**src/rtl/input_debouncer_pkg.sv**
```systemverilog
// Shared definitions for the input debouncer: FSM state encoding and helpers.
// The encoding keeps bit 1 equal to the debounced level Y.
package input_debouncer_pkg;

  localparam int STATE_W = 2;

  typedef enum logic [STATE_W-1:0] {
    STABLE_LOW  = 2'b00,
    PEND_HIGH   = 2'b01,
    STABLE_HIGH = 2'b11,
    PEND_LOW    = 2'b10
  } state_t;

  // Y is high in STABLE_HIGH and in PEND_LOW, which is exactly bit 1 of the encoding
  function automatic logic level_of(input state_t st);
    return st[1];
  endfunction

endpackage

```
**src/rtl/sync_chain.sv**
```systemverilog
// Generic multi-stage synchronizer for a single asynchronous bit.
// Synchronous active-high reset clears every stage.
module sync_chain #(
  parameter int STAGES = 2
) (
  input  logic CLK,
  input  logic RST,
  input  logic D,
  output logic Q
);

  logic [STAGES-1:0] stages;

  always_ff @(posedge CLK) begin
    if (RST) begin
      stages <= '0;
    end else begin
      stages <= {stages[STAGES-2:0], D};
    end
  end

  assign Q = stages[STAGES-1];

endmodule

```
**src/rtl/input_debouncer.sv**
```systemverilog
// Debounces a raw switch/button level: synchronize, then require DEBOUNCE_CYCLES
// consecutive equal samples before accepting a new level; edge pulses are registered.
module input_debouncer
  import input_debouncer_pkg::*;
#(
  parameter int DEBOUNCE_CYCLES = 4,
  parameter int SYNC_STAGES     = 2
) (
  input  logic CLK,
  input  logic RST,
  input  logic A,
  output logic Y,
  output logic Y_N,
  output logic RISE,
  output logic FALL
);

  localparam int CNT_W = $clog2(DEBOUNCE_CYCLES);
  localparam logic [CNT_W-1:0] CNT_LAST = CNT_W'(DEBOUNCE_CYCLES - 1);
  localparam logic [CNT_W-1:0] CNT_ONE  = CNT_W'(1);

  state_t           state;
  state_t           next_state;
  logic [CNT_W-1:0] cnt;
  logic [CNT_W-1:0] next_cnt;
  logic             s;
  logic             next_y;
  logic             next_rise;
  logic             next_fall;

  sync_chain #(
    .STAGES(SYNC_STAGES)
  ) u_sync (
    .CLK(CLK),
    .RST(RST),
    .D  (A),
    .Q  (s)
  );

  // All outputs are flops fed from next-state decode, so Y changes on the same
  // edge the FSM enters its new stable/pending state.
  always_ff @(posedge CLK) begin
    if (RST) begin
      state <= STABLE_LOW;
      cnt   <= '0;
      Y     <= 1'b0;
      Y_N   <= 1'b1;
      RISE  <= 1'b0;
      FALL  <= 1'b0;
    end else begin
      state <= next_state;
      cnt   <= next_cnt;
      Y     <= next_y;
      Y_N   <= ~next_y;
      RISE  <= next_rise;
      FALL  <= next_fall;
    end
  end

  // A contrary sample in a pending state always wins over a full count, so any
  // excursion restarts from scratch with no credit carried over.
  always_comb begin
    next_state = state;
    next_cnt   = cnt;
    case (state)
      STABLE_LOW: begin
        if (s) begin
          next_state = PEND_HIGH;
          next_cnt   = CNT_ONE;
        end else begin
          next_cnt = '0;
        end
      end
      PEND_HIGH: begin
        if (!s) begin
          next_state = STABLE_LOW;
          next_cnt   = '0;
        end else if (cnt == CNT_LAST) begin
          next_state = STABLE_HIGH;
          next_cnt   = '0;
        end else begin
          next_cnt = cnt + CNT_ONE;
        end
      end
      STABLE_HIGH: begin
        if (!s) begin
          next_state = PEND_LOW;
          next_cnt   = CNT_ONE;
        end else begin
          next_cnt = '0;
        end
      end
      PEND_LOW: begin
        if (s) begin
          next_state = STABLE_HIGH;
          next_cnt   = '0;
        end else if (cnt == CNT_LAST) begin
          next_state = STABLE_LOW;
          next_cnt   = '0;
        end else begin
          next_cnt = cnt + CNT_ONE;
        end
      end
      default: begin
        next_state = STABLE_LOW;
        next_cnt   = '0;
      end
    endcase
  end

  always_comb begin
    next_y    = level_of(next_state);
    next_rise = next_y & ~Y;
    next_fall = ~next_y & Y;
  end

endmodule

```
**config.mk**
```make
export PLATFORM = sky130hd
export DESIGN_NAME = input_debouncer
export DESIGN_NICKNAME = d
export VERILOG_FILES = /design/src/rtl/input_debouncer_pkg.sv /design/src/rtl/sync_chain.sv /design/src/rtl/input_debouncer.sv
export SDC_FILE = /design/constraint.sdc
export NUM_CORES = 1
export LEC_CHECK = 0
export BUFFER_PORTS_ARGS = -buffer_cell sky130_fd_sc_hd__buf_2
export CAP_MARGIN = 20
export CORE_AREA = 2 2 39 41
export CTS_CLUSTER_DIAMETER = 200
export DETAILED_ROUTE_END_ITERATION = 8
export DIE_AREA = 0 0 41 43
export PLACE_DENSITY = 0.49
export SLEW_MARGIN = 20
export SYNTH_ARGS = -nofsm -noshare
export SYNTH_HDL_FRONTEND = slang
export SYNTH_SLANG_ARGS = --single-unit
```
**constraint.sdc**
```tcl
create_clock -name CLK -period 0.9 [get_ports CLK]
set_input_delay 0.27 -clock CLK [delete_from_list [all_inputs] [get_ports CLK]]
set_output_delay 0.27 -clock CLK [all_outputs]
set_load 0.03 [all_outputs]
```
# After elaboration in Yosys (flattened, before gate mapping)
# Index checks and enable logic that the tools add are counted.
[totals]
out_inout_bits = 4
elab_cells = 35
input_bits = 3
regBits = 9
[classes]
n_reduce_logical = 2
n_mux = 13
bitwise_logic = 4
addsub = 1
eq_ne = 8
[ops]
columns = ["operator", "count"]
rows = [
  ["$mux 2", 9],
  ["$pmux 2 s4", 2],
  ["$eq 2x2->1 const B", 3],
  ["$reduce_and 4->1", 1],
  ["$ne 3x2->1 const B", 1],
  ["$ne 3x3->1 const B", 1],
  ["$add 2x1->2 const B", 1],
  ["$and 1x1->1", 2],
  ["$eq 2x1->1 const B", 1],
  ["$logic_not 2->1", 1],
  ["$mux 1", 2],
  ["$ne 2x1->1 const B", 1],
  ["$ne 2x2->1 const B", 1],
  ["$not 1->1", 2],
]

# Logic depth before layout (Yosys ltp)
# Gate-level depths: netlist of run 1.
[logic_depth]
depth_word = 6
depth_mapped = 4
depth_no_buf = 4

# Modules after synthesis
# Synthesis of run 1 repeated with hierarchy kept, for this count alone.
[unflattened]
cells_unflattened = 29
area_unflattened_um2 = 314.1
[by_module_without_submodules]
columns = ["mod", "seq_area_each_um2", "area_per_inst_um2", "cells_per_inst", "instances"]
rows = [
  ["input_debouncer", 140.1, 261.5, 25, 1],
  ["sync_chain", 40.0, 52.6, 4, 1],
]

# Worst setup path after synthesis of run 1
# Ideal clock, no wire load.
[synth_timing]
path_type = "reg2reg"
from = "register state[1]"
to = "register cnt[1]"
t_required_ps = 783
synth_period_minus_slack_ps = 1079
path_slack_ps = -179
setup_ps = 117
n_path_buf = 0
arrival_time_ps = 962
path_stages_with_launch = 4
path_cell_list = "dfxtp_1 and2b_2 mux2i_1 nor3b_1"
[synth_between]
elab_chain_cells = 2
word_cells_on_any_way = 5
classes_between = "eq/ne: 3; mux: 1; reduce/logical: 1"
[synth_lines]
columns = ["item", "line", "text"]
rows = [
  ["start, declared", "input_debouncer.sv:22", "state_t state;"],
  ["start signal, assigned", "input_debouncer.sv:51", "state <= next_state;"],
  ["$eq 2x2->1 (tied with other cells)", "input_debouncer.sv:65", "case (state)"],
  ["$pmux 2 s4 *", "input_debouncer.sv:65", ""],
  ["end signal, assigned", "input_debouncer.sv:52", "cnt <= next_cnt;"],
  ["end, declared", "input_debouncer.sv:24", "logic [CNT_W-1:0] cnt;"],
]
# Every way passes the cells marked *; elsewhere a longest branch is shown, timed or not.
# A chain may end at the register's enable or synchronous reset.

==> qor.yml, run 1 <==
area_growth_pct: 49.2
cp_cell_sequence: "buf_6"
finalCritPeriodShare: 1.13
ios: 7
yosysWarningCount: 0
hp-class: "input pin to register"
hpwl_um: 441
worstPathRequired_ns: 0.63
slowest_delay_ns: 0.35
slew_viol_final: 0
hold_ws_ns: 0.219
fin_worst_skew_ns: 0.000985
ys_ff_latch: 9
setup_slack_ns: -0.115
die_area_mm2: 0.00176
tns_ns: -0.393
fp.dieH_um: 43
hold_buffers: 0
globalRouteTotalUtil: 0.0915
numCtsBuffers: 3
synth_cell_types: 15
grt_pass1_wl_mm: 1.03
crit_buf_inv: 1
drc: 0
gp_congestion: 0.671
violations: "setup timing"
antenna_found_initial: 0
grt_max_degree: 9
cp_max_fo: 4
diodes: 0
reg2reg_slack_ns: -0.04
yosysSeqAreaShare: 0.558
final_nets: 47
status: "finished with violations"
wire_per_inst_um: 11.1
startpoint: "state[1]"
overflow: 0
critical_path_class: "register to primary output"
drtPass1Iterations: 1
syn_avg_cell_area_um2: 10.8
path_clk_slew_ns: 0.06
min_period_ns: 1.01
synth_largest_area_cell: "dfxtp_1"
max-cap-violations: 0
endpoint: "Y"
cts_tree: "done"
row_count: 14
htreeDepth: 1
synth_top_area_frac: 0.558
core-area_mm2: 0.00138
clock_path_buffers: 2
synthTopCellsByArea: "dfxtp_1 (56%), and2b_2 (5.4%), ha_1 (3.9%)"
synthesis.area_um2: 323
finalSetupViolCount: 7
cts_root_buf: "clkbuf_4"
start_util: 0.233
nFillCells: 144
die_w_um: 41
place.port_buffers: 6
drtIter0Drc: 0
drt_wl_total_um: 641
rsz0062_at_grt: "yes"
hold_viol: 0
r2r_end: "Y_N"
post-place-ws_ns: -0.0748
r2r_start: "cnt[0]"
critPathArrivalTime_ns: 0.74
cp-end-kind: "primary output"
grt_pass1_vias: 280
clock_sinks: 9
crit_slowest_cell: "dfxtp_4"
netlist_instances: 30
utilization: 0.348
vias: 260
rr_worst_depth: 4
via_per_inst: 4.48
tightest_slew_ns: 0.271
cellPowerDensity_mw_per_mm2: 1550
cpLargestDelayFamily: "flip-flops"
path_depth: 1
totalPowerFinal_mw: 0.746
startpoint_type: "register"
ant_nets: 0
max_freq_mhz: 985
slew_headroom: 0.819
p_leak_nw: 0.187
peakVddDrop_uv: 995
synth_nets: 34
worstSkewPairLatency_ns: 0.26
drive_gt1_frac: 0.667
synthesized netlist by cell type (all sizes together):
library cell and instances:
a21o 2, a21oi 2, and2b 2, and4b 1, dfxtp 9, ha 1
inv 2, mux2i 1, nand2 3, nor2b 3, nor3b 1, nor4b 1
o21ai 2
cell type report:
| cell class | count | area (um2) | share of cell area |
|---|---|---|---|
| flip-flops and latches | 9 | 194 | 0.403 |
| clock buffers | 4 | 26.3 | 0.0545 |
| multi-input cells | 19 | 164 | 0.340 |
| inverters | 2 | 7.51 | 0.0156 |
| well taps | 16 | 20.0 | 0.0416 |
| repair buffers | 8 | 70.1 | 0.145 |
cell families (layout without fill, tap and decap cells):
logic type	after synthesis	after routing	share of synthesized area
multiplexers	1	1	0.0310
AND/OR/NAND/NOR	11	11	0.236
buffers and inverters	2	14	0.0233
AO/OA/AOI/OAI	6	6	0.112
adder cells (fa/ha/maj)	1	1	0.0388
flip-flops	9	9	0.558
worst min-delay path by stage:
| stage | start | to | cells past startpoint |
|---|---|---|---|
| after floorplan | RST | state[1] | 1 |
| after global placement | u_sync.stages[0] | u_sync.stages[1] | 1 |
| after detailed placement | u_sync.stages[0] | u_sync.stages[1] | 1 |
| after CTS | A | u_sync.stages[0] | 2 |
| after global routing | A | u_sync.stages[0] | 2 |
| final | A | u_sync.stages[0] | 2 |
routing by layer:
layer / GRT usage / vias to the layer above / wire (um)
met1: 0.0809 / 128 / 265
met3: 0.0628 / 0 / 32
met5: 0 / - / 0
met4: 0.0400 / 0 / 0
met2: 0.150 / 5 / 343
li1: - / 127 / -
per-stage QoR:
step	instances	instance area (um2)
2_1_floorplan	30	340
3_3_place_gp	53	398
3_5_place_dp	53	398
4_1_cts	58	472
5_1_grt	58	482
6_report	58	482
registers in the layout, indices dropped and copies added, names as in the netlist:
signal	count
FALL	1
RISE	1
Y_N	1
cnt	2
state	2
u_sync.stages	2
timing repair:
action | in CTS | in global routing
resized for setup | 17 | 4
hold endpoints to repair | 0 | 0
setup buffers | 1 | 0
cloned | 0 | 0
pin swaps | 1 | 2
setup endpoints to repair | 9 | 8
cell usage in the layout (no fill, tap or decap), drive strengths merged:
cell type  count
nor2b          3
inv            2
and4b          1
and2b          2
a21oi          2
buf            8
a21o           2
dfxtp          9
nor4b          1
o21ai          2
clkbuf         4
nor3b          1
nand2          3
ha             1
mux2i          1
power by group:
part	internal, mW	switching, mW	total, mW
registers	0.400	0.00641	0.407
logic	0.0117	0.0106	0.0223
clock network	0.171	0.146	0.317
Note: power is estimated with default switching activity, not from simulation.
==> run 2, diff against run 1 <==
Settings changed: SKIP_CTS_REPAIR_TIMING set to 1.
==> qor.yml, run 2 (same netlist as run 1, synthesis figures left out) <==
rsz0062_at_grt: "yes"
cpLargestDelayFamily: "flip-flops"
gp_congestion: 0.671
drc: 0
grt_pass1_vias: 272
fp.dieH_um: 43
drtIter0Drc: 3
path_clk_slew_ns: 0.06
die_area_mm2: 0.00176
start_util: 0.233
place.port_buffers: 6
cts_tree: "done"
nFillCells: 144
core-area_mm2: 0.00138
final_nets: 46
setup_slack_ns: -0.135
worstPathRequired_ns: 0.63
crit_slowest_cell: "dfxtp_4"
tightest_slew_ns: 0.278
slew_headroom: 0.815
finalSetupViolCount: 7
p_leak_nw: 0.180
max_freq_mhz: 967
antenna_found_initial: 0
dp.cells: 53
finalCritPeriodShare: 1.15
drt_wl_total_um: 651
worstSkewPairLatency_ns: 0.26
slew_viol_final: 0
row_count: 14
multi_input_comb_area_um2: 156
status: "finished with violations"
diodes: 0
post-place-ws_ns: -0.0748
grt_pass1_wl_um: 938
violations: "setup timing"
drtPass1Iterations: 2
cp_max_fo: 6
tns_ns: -0.508
hold_viol: 0
numCtsBuffers: 3
cellPowerDensity_mw_per_mm2: 1610
max-cap-violations: 0
vias: 250
clock_path_buffers: 2
overflow: 0
fin_cells: 57
area_growth_pct: 43.8
reg.largest.list: "cnt: 2 flops, state: 2 flops, u_sync.stages: 2 flops"
grt_max_degree: 9
htreeDepth: 1
peakVddDrop_uv: 985
seq_area_um2: 191
wire_per_inst_um: 11.4
ant_nets: 0
startpoint_type: "register"
min_period_ns: 1.03
cts_root_buf: "clkbuf_4"
hpwl_um: 441
via_per_inst: 4.39
drive_gt1_frac: 0.585
fin_worst_skew_ns: 0.00247
crit_buf_inv: 1
hp-class: "input pin to register"
critical_path_class: "register to primary output"
totalPowerFinal_mw: 0.746
cp_cell_sequence: "buf_6"
globalRouteTotalUtil: 0.0845
cp-end-kind: "primary output"
clock_sinks: 9
ios: 7
die_w_um: 41
slowest_delay_ns: 0.37
critPathArrivalTime_ns: 0.76
final_cell_mix: "dfxtp_2 (6), buf_6 (4), clkbuf_4 (3)"
mostFrequentLayoutCell: "dfxtp_2"
[run 2: cell types whose count changed in the layout (fill, tap and decap cells not counted)]
cell     previous run  this run
o21ai_0             0         1
dfxtp_2             5         6
buf_4               2         1
a21oi_2             1         0
dfxtp_4             2         1
a21oi_1             1         2
inv_2               1         0
o21ai_2             1         0
inv_1               1         2
[run 2: final timing paths]
path	from	endpoint	cells past startpoint	slack, ns
worst max-delay path	state[1]	Y	1	-0.13
worst min-delay path	A	u_sync.stages[0]	2	0.22
worst max register to register	cnt[0]	state[1]	4	-0.07
worst min register to register	u_sync.stages[0]	u_sync.stages[1]	1	0.44
[run 2: final cells by class]
type,instances,share of cell area
tap,16,0.0431
clock buffer,4,0.0566
multi-input combinational,19,0.337
inverter,2,0.0162
timing repair buffer,7,0.135
sequential,9,0.412
[run 2: per-stage QoR]
step	utilization	hold slack [ns]	instance area, um2
global placement	0.288	0.420	398
CTS	0.307	0.218	424
global route	0.335	0.222	464
floorplan	-	0.329	340
finish	0.335	0.220	464
detailed placement	0.288	0.425	398
[run 2: per-layer routing]
| metal | up-vias | part of all wire | track usage |
|---|---|---|---|
| met5 | - | 0 | 0 |
| met4 | 0 | 0 | 0.0467 |
| met2 | 9 | 0.51 | 0.134 |
| met3 | 0 | 0.069 | 0.0628 |
| li1 | 122 | - | - |
| met1 | 119 | 0.42 | 0.0712 |
[run 2: report_power, final]
part           switching (mW)  leakage, nW  total [mW]  internal (mW)
Sequential            0.00624       0.0758       0.409          0.402
Clock                   0.144       0.0150       0.315          0.171
Combinational          0.0107       0.0892      0.0224         0.0117
==> run 3, diff against run 2 <==
Settings changed: ABC_AREA set to 1, PLACE_DENSITY 0.49 to 0.5.
==> qor.yml, run 3 <==
via_per_inst: 3.92
place.port_buffers: 6
area_growth_pct: 43.0
path_clk_slew_ns: 0.06
netlist_instances: 44
setup_slack_ns: -0.129
max_freq_mhz: 972
hp-class: "input pin to register"
min_period_ns: 1.03
wire_per_inst_um: 8.34
numCtsBuffers: 3
ant_nets: 0
nFillCells: 146
seq_area_um2: 190
fin_worst_skew_ns: 0.00669
finalSetupViolCount: 4
gp_congestion: 0.602
rsz0062_at_grt: "yes"
drc: 0
core-area_mm2: 0.00138
synth_nets: 48
drtIter0Drc: 12
max-cap-violations: 0
vias: 278
tns_ns: -0.379
multi_input_comb_area_um2: 138
cp-end-kind: "primary output"
ys.flop_type: "dfxtp_1"
cts_root_buf: "clkbuf_4"
antenna_found_initial: 0
yosysSeqAreaShare: 0.548
grt_max_degree: 8
globalRouteTotalUtil: 0.0832
slew_viol_final: 0
synth_largest_area_cell: "dfxtp_1"
slew_headroom: 0.851
hold_viol: 0
cellPowerDensity_mw_per_mm2: 1600
synth_cell_types: 10
die_area_mm2: 0.00176
grt_pass1_wl_um: 917
worstPathRequired_ns: 0.63
cts_tree: "done"
synth_top_area_frac: 0.548
ys_async_sr_fraction: 0
start_util: 0.238
p_leak_nw: 0.225
overflow: 0
synth_edf_count: 0
synthTopCellsByArea: "dfxtp_1 (55%), nand2_1 (14%), nor2_1 (9.1%)"
finalCritPeriodShare: 1.14
stdcell_area_um2: 470
yosys-top-cells-count: "nand2_1 (12), dfxtp_1 (9), nor2_1 (8)"
post-place-ws_ns: -0.0357
final_cell_mix: "nand2_1 (10), nor2_1 (8), dfxtp_2 (5), inv_1 (5)"
crit_slowest_cell: "dfxtp_4"
violations: "setup timing"
drtPass1Iterations: 4
row_count: 14
drive_gt1_frac: 0.455
ios: 7
slowest_delay_ns: 0.36
startpoint_type: "register"
hpwl_um: 433
synthesis.area_um2: 329
htreeDepth: 1
fp.dieH_um: 43
final_nets: 60
grt_pass1_vias: 230
critical_path_class: "register to primary output"
status: "finished with violations"
cpLargestDelayFamily: "flip-flops"
totalPowerFinal_mw: 0.755
dpl_cell_area_um2: 390
reg.largest.list: "cnt: 2 flops, state: 2 flops, u_sync.stages: 2 flops"
synth_most_common_cell: "nand2_1"
clock_sinks: 9
mostFrequentLayoutCell: "nand2_1"
clock_path_buffers: 2
die_w_um: 41
crit_buf_inv: 1
critPathArrivalTime_ns: 0.76
syn_avg_cell_area_um2: 7.48
drt_wl_total_um: 592
cp_max_fo: 4
cp_cell_sequence: "buf_6"
worstSkewPairLatency_ns: 0.27
peakVddDrop_uv: 479
tightest_slew_ns: 0.223
ys_ff_latch: 9
diodes: 0
yosysWarningCount: 0
run 3: cell count changes in the layout (fill, tap and decap cells not counted), sizes merged:
cell / change
nand2: +11
nor2: +8
inv: +7
nor2b: -3
a21o: -2
and2b: -2
o21ai: -2
a21oi: -1
and4b: -1
mux2i: -1
nand3: +1
nor3: +1
nor3b: -1
nor4b: -1
run 3: where the power goes:
group | switching (mW) | total [mW] | internal (mW)
registers | 0.00569 | 0.408 | 0.402
clock network | 0.149 | 0.321 | 0.171
logic | 0.0147 | 0.0262 | 0.0115
total | 0.170 | 0.755 | 0.585
run 3: layout make-up:
class	count	area share
Inverter	9	0.0718
Clock buffer	4	0.0559
Sequential cell	9	0.404
Timing Repair Buffer	7	0.133
Tap cell	16	0.0426
Multi-Input combinational cell	26	0.293
run 3: cells by family (layout without fill, tap and decap cells):
group           count (synthesis)  after routing  share of synthesized area
buf+inv                         9             20                      0.103
compound gates                  1              1                     0.0152
simple gates                   24             24                      0.297
flops                           9              9                      0.548
fa+ha+maj                       1              1                     0.0380
run 3: final timing paths:
check | from | endpoint | slack, ns | depth (start not counted)
hold reg to reg | u_sync.stages[0] | u_sync.stages[1] | 0.41 | 2
setup reg to reg | cnt[0] | state[1] | 0.01 | 7
hold / removal | A | u_sync.stages[0] | 0.21 | 3
setup / recovery | state[1] | Y | -0.13 | 1
run 3: metrics by stage:
| stage | utilization | hold WS (ns) | std cells |
|---|---|---|---|
| 5_1_grt | 0.340 | 0.232 | 71 |
| 3_5_place_dp | 0.282 | 0.404 | 67 |
| 3_3_place_gp | 0.282 | 0.398 | 67 |
| 6_report | 0.340 | 0.206 | 71 |
| 4_1_cts | 0.301 | 0.204 | 71 |
| 2_1_floorplan | - | 0.339 | 44 |
run 3: layer usage:
layer  up-vias  track usage  routed length (um)
met2         7        0.100                 240
met3         5       0.0157                  19
met1       116       0.0962                 288
met4         0        0.120                  44
met5         -            0                   0
li1        150            -                   -
